File: src/rtl/arm_pipe_pkg.sv
// Shared types and constants for the pipeline memory-access stage.
package arm_pipe_pkg;

   // Memory-access FSM: IDLE accepts instructions, WAIT holds a bus request.
   typedef enum logic {
      ST_IDLE = 1'b0,
      ST_WAIT = 1'b1
   } state_t;

   // Default bus-abort limit, in WAIT cycles.
   localparam int TIMEOUT_DEFAULT = 255;

   // Byte-enable patterns: full word, and lane 0 (shifted up for other lanes).
   localparam logic [3:0] BE_WORD  = 4'hF;
   localparam logic [3:0] BE_LANE0 = 4'b0001;

   // Byte enable for a single byte at the given lane.
   function automatic logic [3:0] lane_be(input logic [1:0] lane);
      return BE_LANE0 << lane;
   endfunction

endpackage

File: src/rtl/mem_access_ctrl_if.sv
// Data-memory bus between the memory-access stage (master) and data memory (slave).
// Handshake: the master raises mem_req with mem_addr/mem_we/mem_be/mem_wdata and
// keeps all of them stable until the slave returns mem_ready=1; the transfer
// completes in the cycle where mem_req and mem_ready are both high, and mem_rdata
// is only meaningful in that cycle. mem_ready without mem_req carries no meaning.
interface mem_access_ctrl_if;
   logic        mem_req;
   logic        mem_we;
   logic [31:0] mem_addr;
   logic [3:0]  mem_be;
   logic [31:0] mem_wdata;
   logic        mem_ready;
   logic [31:0] mem_rdata;

   modport master (
      output mem_req, mem_we, mem_addr, mem_be, mem_wdata,
      input  mem_ready, mem_rdata
   );

   modport slave (
      input  mem_req, mem_we, mem_addr, mem_be, mem_wdata,
      output mem_ready, mem_rdata
   );
endinterface

File: src/rtl/byte_lane_unit.sv
// Byte-lane steering: byte enable, store-byte replication and load-byte extract.
module byte_lane_unit
   import arm_pipe_pkg::*;
(
   input  logic [1:0]  lane,
   input  logic [31:0] rdata,
   input  logic [7:0]  store_byte,
   output logic [3:0]  be,
   output logic [31:0] wdata_rep,
   output logic [31:0] load_ext
);

   // Pure steering; the byte sits on every lane so memory picks it via be.
   always_comb begin
      be        = lane_be(lane);
      wdata_rep = {4{store_byte}};
      load_ext  = 32'h0;
      case (lane)
         2'd0:    load_ext = {24'h0, rdata[7:0]};
         2'd1:    load_ext = {24'h0, rdata[15:8]};
         2'd2:    load_ext = {24'h0, rdata[23:16]};
         default: load_ext = {24'h0, rdata[31:24]};
      endcase
   end

endmodule

File: src/rtl/mem_access_ctrl.sv
// Memory-access pipeline stage: retires ALU results, issues loads/stores to data
// memory with stall-until-ready, flags misaligned word accesses and aborts stuck
// bus transfers after TIMEOUT WAIT cycles.
module mem_access_ctrl
   import arm_pipe_pkg::*;
#(
   parameter int TIMEOUT = TIMEOUT_DEFAULT
) (
   input  logic               clk,
   input  logic               reset,
   input  logic               ex_valid,
   input  logic               reg_write_enable_in,
   input  logic               mem_write_enable_in,
   input  logic               mem_read_enable_in,
   input  logic               byte_access_in,
   input  logic [3:0]         rd_in,
   input  logic [31:0]        alu_result_in,
   input  logic [31:0]        store_data_in,
   output logic               stall_out,
   mem_access_ctrl_if.master  mem,
   output logic               wb_valid,
   output logic               wb_reg_write,
   output logic [3:0]         wb_rd,
   output logic [31:0]        wb_data,
   output logic               align_fault,
   output logic               bus_error,
   output state_t             fsm_state
);

   localparam logic [7:0] CNT_LAST = 8'(TIMEOUT - 1);

   state_t      state, state_nxt;
   logic [7:0]  cnt;
   logic        r_we, r_byte, r_rw;
   logic [3:0]  r_rd;
   logic [31:0] r_alu, r_sdata;
   logic        is_mem, misalign, accept, start_mem, in_wait, done, timeout;
   logic [3:0]  lane_be_w;
   logic [31:0] lane_wdata, lane_load;

   assign fsm_state = state;
   assign is_mem    = mem_write_enable_in | mem_read_enable_in;
   assign misalign  = is_mem & ~byte_access_in & (alu_result_in[1:0] != 2'b00);
   assign accept    = (state == ST_IDLE) & ex_valid;
   assign start_mem = accept & is_mem & ~misalign;
   assign in_wait   = (state == ST_WAIT);
   assign done      = in_wait & mem.mem_ready;
   assign timeout   = in_wait & ~mem.mem_ready & (cnt == CNT_LAST);

   byte_lane_unit u_lane (
      .lane       (r_alu[1:0]),
      .rdata      (mem.mem_rdata),
      .store_byte (r_sdata[7:0]),
      .be         (lane_be_w),
      .wdata_rep  (lane_wdata),
      .load_ext   (lane_load)
   );

   // State register; async reset drops the bus request immediately.
   always_ff @(posedge clk or posedge reset) begin
      if (reset) state <= ST_IDLE;
      else       state <= state_nxt;
   end

   // Next state, stall and bus outputs; bus fields come from captured registers.
   always_comb begin
      state_nxt     = state;
      stall_out     = 1'b0;
      mem.mem_req   = 1'b0;
      mem.mem_we    = 1'b0;
      mem.mem_addr  = 32'h0;
      mem.mem_be    = 4'h0;
      mem.mem_wdata = 32'h0;
      case (state)
         ST_IDLE: begin
            stall_out = start_mem;
            if (start_mem) state_nxt = ST_WAIT;
         end
         ST_WAIT: begin
            stall_out     = ~mem.mem_ready & ~timeout;
            mem.mem_req   = 1'b1;
            mem.mem_we    = r_we;
            mem.mem_addr  = {r_alu[31:2], 2'b00};
            mem.mem_be    = r_byte ? lane_be_w : BE_WORD;
            mem.mem_wdata = r_byte ? lane_wdata : r_sdata;
            if (done || timeout) state_nxt = ST_IDLE;
         end
         default: state_nxt = ST_IDLE;
      endcase
   end

   // Instruction capture, timeout counter and writeback/event pulses.
   always_ff @(posedge clk or posedge reset) begin
      if (reset) begin
         cnt          <= 8'h0;
         r_we         <= 1'b0;
         r_byte       <= 1'b0;
         r_rw         <= 1'b0;
         r_rd         <= 4'h0;
         r_alu        <= 32'h0;
         r_sdata      <= 32'h0;
         wb_valid     <= 1'b0;
         wb_reg_write <= 1'b0;
         wb_rd        <= 4'h0;
         wb_data      <= 32'h0;
         align_fault  <= 1'b0;
         bus_error    <= 1'b0;
      end else begin
         wb_valid    <= 1'b0;
         align_fault <= 1'b0;
         bus_error   <= 1'b0;
         if (start_mem)                       cnt <= 8'h0;
         else if (in_wait && !mem.mem_ready)  cnt <= cnt + 8'h1;
         if (accept) begin
            r_we    <= mem_write_enable_in;
            r_byte  <= byte_access_in;
            r_rw    <= reg_write_enable_in;
            r_rd    <= rd_in;
            r_alu   <= alu_result_in;
            r_sdata <= store_data_in;
            if (!is_mem || misalign) begin
               wb_valid     <= 1'b1;
               wb_reg_write <= reg_write_enable_in & ~misalign;
               wb_rd        <= rd_in;
               wb_data      <= alu_result_in;
               align_fault  <= misalign;
            end
         end
         if (done) begin
            wb_valid     <= 1'b1;
            wb_reg_write <= r_rw;
            wb_rd        <= r_rd;
            wb_data      <= r_we ? r_alu : (r_byte ? lane_load : mem.mem_rdata);
         end
         if (timeout) begin
            wb_valid     <= 1'b1;
            wb_reg_write <= 1'b0;
            wb_rd        <= r_rd;
            wb_data      <= r_alu;
            bus_error    <= 1'b1;
         end
      end
   end

endmodule

File: src/flat_wrapper.sv
// flat-port wrapper written by rule: the top's interface ports become plain ports
module mem_access_ctrl_flat import arm_pipe_pkg::*;
#(
   parameter int TIMEOUT = TIMEOUT_DEFAULT
)
  (clk, reset, ex_valid, reg_write_enable_in, mem_write_enable_in, mem_read_enable_in, byte_access_in, rd_in, alu_result_in, store_data_in, stall_out, wb_valid, wb_reg_write, wb_rd, wb_data, align_fault, bus_error, fsm_state, mem_mem_req, mem_mem_we, mem_mem_addr, mem_mem_be, mem_mem_wdata, mem_mem_ready, mem_mem_rdata);
  mem_access_ctrl_if mem_i ();
  input  logic clk;
  input  logic reset;
  input  logic ex_valid;
  input  logic reg_write_enable_in;
  input  logic mem_write_enable_in;
  input  logic mem_read_enable_in;
  input  logic byte_access_in;
  input  logic [3:0] rd_in;
  input  logic [31:0] alu_result_in;
  input  logic [31:0] store_data_in;
  output logic stall_out;
  output logic wb_valid;
  output logic wb_reg_write;
  output logic [3:0] wb_rd;
  output logic [31:0] wb_data;
  output logic align_fault;
  output logic bus_error;
  output state_t fsm_state;
  output wire logic [$bits(mem_i.mem_req)-1:0] mem_mem_req;
  output wire logic [$bits(mem_i.mem_we)-1:0] mem_mem_we;
  output wire logic [$bits(mem_i.mem_addr)-1:0] mem_mem_addr;
  output wire logic [$bits(mem_i.mem_be)-1:0] mem_mem_be;
  output wire logic [$bits(mem_i.mem_wdata)-1:0] mem_mem_wdata;
  input wire logic [$bits(mem_i.mem_ready)-1:0] mem_mem_ready;
  input wire logic [$bits(mem_i.mem_rdata)-1:0] mem_mem_rdata;
  assign mem_mem_req = mem_i.mem_req;
  assign mem_mem_we = mem_i.mem_we;
  assign mem_mem_addr = mem_i.mem_addr;
  assign mem_mem_be = mem_i.mem_be;
  assign mem_mem_wdata = mem_i.mem_wdata;
  assign mem_i.mem_ready = mem_mem_ready;
  assign mem_i.mem_rdata = mem_mem_rdata;
  mem_access_ctrl #(.TIMEOUT(TIMEOUT)) u_core (.clk(clk), .reset(reset), .ex_valid(ex_valid), .reg_write_enable_in(reg_write_enable_in), .mem_write_enable_in(mem_write_enable_in), .mem_read_enable_in(mem_read_enable_in), .byte_access_in(byte_access_in), .rd_in(rd_in), .alu_result_in(alu_result_in), .store_data_in(store_data_in), .stall_out(stall_out), .mem(mem_i), .wb_valid(wb_valid), .wb_reg_write(wb_reg_write), .wb_rd(wb_rd), .wb_data(wb_data), .align_fault(align_fault), .bus_error(bus_error), .fsm_state(fsm_state));
endmodule
File: config.mk
export PLATFORM = sky130hd
export DESIGN_NAME = mem_access_ctrl_flat
export DESIGN_NICKNAME = d
export VERILOG_FILES = /design/src/rtl/arm_pipe_pkg.sv /design/src/rtl/mem_access_ctrl_if.sv /design/src/rtl/byte_lane_unit.sv /design/src/rtl/mem_access_ctrl.sv /design/src/flat_wrapper.sv
export SDC_FILE = /design/constraint.sdc
export NUM_CORES = 1
export LEC_CHECK = 0
export ABC_AREA = 1
export BUFFER_PORTS_ARGS = -buffer_cell sky130_fd_sc_hd__buf_2
export CAP_MARGIN = 10
export CORE_MARGIN = 2
export CORE_UTILIZATION = 45
export DETAILED_ROUTE_END_ITERATION = 8
export HOLD_SLACK_MARGIN = 0.06
export PLACE_DENSITY = 0.8
export REMOVE_ABC_BUFFERS = 1
export SLEW_MARGIN = 10
export SYNTH_ARGS = -nofsm -noshare
export SYNTH_HDL_FRONTEND = slang
export SYNTH_SLANG_ARGS = --single-unit
File: constraint.sdc
create_clock -name clk -period 6.75 [get_ports clk]
set_input_delay 0.3375 -clock clk [delete_from_list [all_inputs] [get_ports clk]]
set_output_delay 0.3375 -clock clk [all_outputs]
set_load 0.1 [all_outputs]
# == After elaboration in Yosys (flattened, before gate mapping) ==
# Cells that the tools add are included.
# word_totals
register_bits,120
# op_classes
addsub,1
n_eq_ne,3
shift,1
mux,35
bitwise,16
n_reduce_logical,11
# op_table
cell,n
2-to-1 mux 32 bit,9
2-to-1 mux 4 bit,6
one-hot mux 8 bit (3 select lines),1
2-to-1 mux 8 bit,2
2-to-1 mux 1 bit,15
AND 1 bit,10
"adder 8 x 1 -> 8 bit, second input constant",1
"equality test 8 bit, second input constant",1
nonzero test 3 bit,2
inverter 1 bit,5
one-hot mux 1 bit (2 select lines),2
nonzero test 2 bit,2
"<< shifter 1 x 2 -> 4 bit, first input constant",1
"equality test 2 x 1 -> 1 bit, second input constant",1
"equality test 2 bit, second input constant",1
logical NOT 1 bit,2
logical NOT 2 bit,1
logical OR 1 bit,2
AND reduction 2 bit,1
logical AND 1 bit,1
OR 1 bit,1

# == Depth between registers and ports, before layout ==
# depth
word_depth,9
mapped_depth,11
mapped_depth_nobuf,10

# == Modules after synthesis ==
# A second synthesis with hierarchy kept.
# unflattened
cells_unflattened,1141
hier_area_um2,7583.5
# by_module_without_submodules
module,instances,cells_per_inst,area_each_um2,seq_area_each_um2
mem_access_ctrl,1,1033,6879.1,3002.9
byte_lane_unit,1,108,704.4,0.0

# == Least setup slack after synthesis ==
# OpenSTA, ideal clock, no wires.
# synth_path
path_type,reg2out
from,register u_core.state (netlist: u_core.fsm_state)
to,output port stall_out
arrival_time_ps,3552
required_ps,6412
path_slack_ps,2860
path_stages_with_launch,7
path_buffers,1
cell_sequence,dfrtp_1 inv_2 nor2_2 nand3_2 nand2_4 buf_2 o21ai_0
# synth_via
elab_chain_cells,5
elab_cells_between_ends,9
# synth_rtl
element,line,source
"start, declared",mem_access_ctrl.sv:32,"state_t state, state_nxt;"
"start signal, assigned",mem_access_ctrl.sv:62,else state <= state_nxt;
AND 1 bit or inverter 1 bit (tied branches),"mem_access_ctrl.sv:48, mem_access_ctrl.sv:44, mem_access_ctrl.sv:74",
AND 1 bit (on tied branches),"mem_access_ctrl.sv:48, mem_access_ctrl.sv:44",
inverter 1 bit or AND 1 bit (tied branches),"mem_access_ctrl.sv:80, mem_access_ctrl.sv:45",
AND 1 bit (on tied branches),"mem_access_ctrl.sv:80, mem_access_ctrl.sv:45",
one-hot mux 1 bit (2 select lines) (*),mem_access_ctrl.sv:74,case (state)
"end, declared",flat_wrapper.sv:18,output logic stall_out;
# Every way passes the cells marked *; elsewhere a longest branch is shown, timed or not.

# == Worst setup path in the final report ==
# Same ends and word-level chain as after synthesis.

==> impl_metrics.py <==
metrics = {
    "synth": {
        "synth_compound_area_share_pct": 11.9,
        "synth.distinct_cells": 30,
        "syn_area_sq_um": 6430,
        "muxShareOfSynthArea_pct": 0,
        "yosys.area_share.xor_xnor_pct": 0.273,
        "synth-seq-cells": 120,
        "yosysSeqAreaShare_pct": 46.7,
        "yosysTopAreaCellShare_pct": 46.7,
        "avgSynthCellArea_sq_um": 6.92,
        "synth_ff_type": "dfrtp_1",
        "synth_fa_ha_area_share_pct": 0.389,
        "synth_top_area_cell": "dfrtp_1",
        "yosys-top-cells-area": "dfrtp_1 (47%), nand2_1 (25%), o21ai_0 (5.6%), nand3_1 (4.2%), a21oi_1 (4.0%)",
        "async_flop_share_pct": 100,
        "yosys_warnings": 0,
        "synthSimpleGateAreaFrac_pct": 32.6,
        "postSynthCellCount": 929,
        "synth_top_family_by_area": "simple AND/OR/NAND/NOR gates",
        "synth_edf_count": 0,
    },
    "routing": {
        "ant_nets": 0,
        "wl_per_cell_um": 15.4,
        "dr.first_iter.drc_count": 681,
        "vias_per_cell": 5.23,
        "drc": 0,
        "dr.pass1.iters": 5,
        "finalWirelength_um": 20300,
        "via_count": 6861,
    },
    "floorplan": {
        "num_rows": 43,
        "io_pins": 220,
        "die-area_sq_um": 15300,
        "core_sq_um": 13900,
        "initial_core_util_pct": 46.1,
        "die_y_um": 124,
        "die_w_um": 124,
    },
    "final_layout": {
        "nets": 1230,
        "layout_commonest_cell": "nand2_1",
        "antennaDiodeCount": 0,
        "fin_area_sq_um": 8180,
        "final.fill_count": 1292,
        "mostFrequentLayoutCells": "nand2_1 (433), buf_2 (217), dfrtp_1 (119)",
        "multi_input_area_sq_um": 2920,
        "post-route-util_pct": 58.7,
        "drive_gt1_share_pct": 23.9,
        "syn_to_final_growth_pct": 27.2,
        "regArea_sq_um": 3000,
    },
    "cts": {
        "clkTransAtPathRegs_ns": 0.06,
        "clk_latency_ns": 0.42,
        "cts_hold_buf": 0,
        "cts_buffers": 17,
        "cts_sinks": 120,
        "postCtsSetupBuffers": 0,
        "cts_root_buf": "clkbuf_16",
        "h-tree-depth": 4,
        "cts_resized": 0,
        "clockBufferDepth": 2,
        "cts_tree": "yes",
    },
    "timing": {
        "setup_viol": 0,
        "fin_crit_ns": 3.69,
        "finClkSkew_ns": 0.00887,
        "grt_setup_unrepaired": "no",
        "fin_crit_sh_pct": 54.7,
        "maxSlewViolCount": 0,
        "worstMarginPinSlew_ns": 1.11,
        "hold_violations": 0,
        "max_clock_freq_ghz": 0.271,
        "slew_headroom_pct": 26.0,
        "tns_ns": 0,
    },
    "worst_setup_path": {
        "start_kind": "flop",
        "cp.required_ns": 6.41,
        "worstPathArrival_ns": 3.35,
        "critical_path_class": "reg -> out",
        "end_kind": "output pin",
        "crit_fanout": 48,
    },
    "grt": {
        "grt_pass1_vias": 6360,
        "grt_overflow": 0,
        "antenna_found_initial": 1,
        "grt_usage_pct": 27.6,
        "grt_max_degree": 74,
        "grt_pass1_wl_um": 32100,
    },
    "outcome": {
        "run_status": "complete, no violations",
    },
    "hold_path": {
        "hold_path.class": "in -> reg",
    },
    "placement": {
        "place_area_sq_um": 7550,
        "io_buffers": 217,
        "place.gp.congestion": 0.904,
        "place.detailed.hpwl_um": 13900,
    },
    "flow_run": {
        "cap_violations": 0,
    },
}
-- logic make-up (layout without fill, tap and decap cells) --
group,count (synthesis),after routing
AO/OA/AOI/OAI,149,149
flip-flops,120,120
buffers and inverters,125,328
XOR/XNOR,2,2
other,1,2
adder cells (fa/ha/maj),2,2
AND/OR/NAND/NOR,530,530
-- worst paths after layout --
path	from	to	slack [ns]	depth (start not counted)
hold / removal	store_data_in[11]	u_core.r_sdata[11]	0.10	3
setup / recovery	u_core.fsm_state	stall_out	3.06	8
max in group asynchronous	reset	u_core.wb_data[11]	5.45	3
setup reg to reg	u_core.fsm_state	u_core.wb_data[7]	3.28	9
min in group asynchronous	reset	u_core.r_sdata[21]	0.12	2
hold reg to reg	u_core.cnt[7]	u_core.cnt[7]	0.47	1
-- Yosys cell counts, types with 3 or more instances --
| library cell | n |
|---|---|
| o22ai_1 | 3 |
| nand2_1 | 433 |
| dfrtp_1 | 120 |
| clkbuf_1 | 29 |
| a21oi_1 | 52 |
| o21ai_0 | 72 |
| or2_2 | 5 |
| nor2_1 | 30 |
| nand3_1 | 54 |
| buf_4 | 5 |
| inv_1 | 68 |
| buf_2 | 18 |
| o21ai_1 | 17 |
| nand4_1 | 3 |
-- metal layers --
layer / global-route usage (%) / wire [um] / part of all wire, % / vias up
li1: - / - / - / 3298
met1: 35.7 / 8200 / 40 / 3144
met2: 43.3 / 9570 / 47 / 370
met3: 7.61 / 1950 / 9.6 / 49
met4: 11.9 / 544 / 2.7 / 0
met5: 0 / 0 / 0 / -
-- final cells by class --
| class | count | area share (%) |
|---|---|---|
| clock inverter | 7 | 1.10 |
| sequential | 120 | 36.7 |
| timing repair buffer | 225 | 14.3 |
| clock buffer | 25 | 6.18 |
| tap | 180 | 2.75 |
| multi-input combinational | 685 | 35.7 |
| inverter | 71 | 3.29 |
-- state kept, by name (all words and copies together) (netlist names) --
name / count
u_core.r_we: 1
u_core.cnt: 8
u_core.wb_reg_write: 1
u_core.r_sdata: 32
u_core.r_alu: 32
u_core.r_rd: 4
u_core.r_byte: 1
u_core.align_fault: 1
u_core.r_rw: 1
u_core.wb_rd: 4
u_core.wb_data: 32
u_core.fsm_state: 1
u_core.wb_valid: 1
u_core.bus_error: 1
-- worst max-delay path, stage by stage, from the launching register on --
cell	delay, ns
dfrtp_2	0.38
buf_4	0.29
inv_2	0.50
nor2_2	0.16
nand3_2	0.11
buf_4	0.41
nand2_4	0.26
o21ai_0	0.31
buf_2	0.48
-- per-stage QoR --
stage / setup WS [ns] / instances / hold WS [ns]
2_1_floorplan: 0.311 / 876 / 0.441
3_3_place_gp: 3.53 / 1280 / 0.462
3_5_place_dp: 3.31 / 1280 / 0.459
4_1_cts: 3.07 / 1312 / 0.0948
5_1_grt: 2.90 / 1313 / 0.0954
6_report: 3.06 / 1313 / 0.103
Power is not shown: default switching activity piles up to over one toggle a cycle in this logic, so the estimate is an artifact.
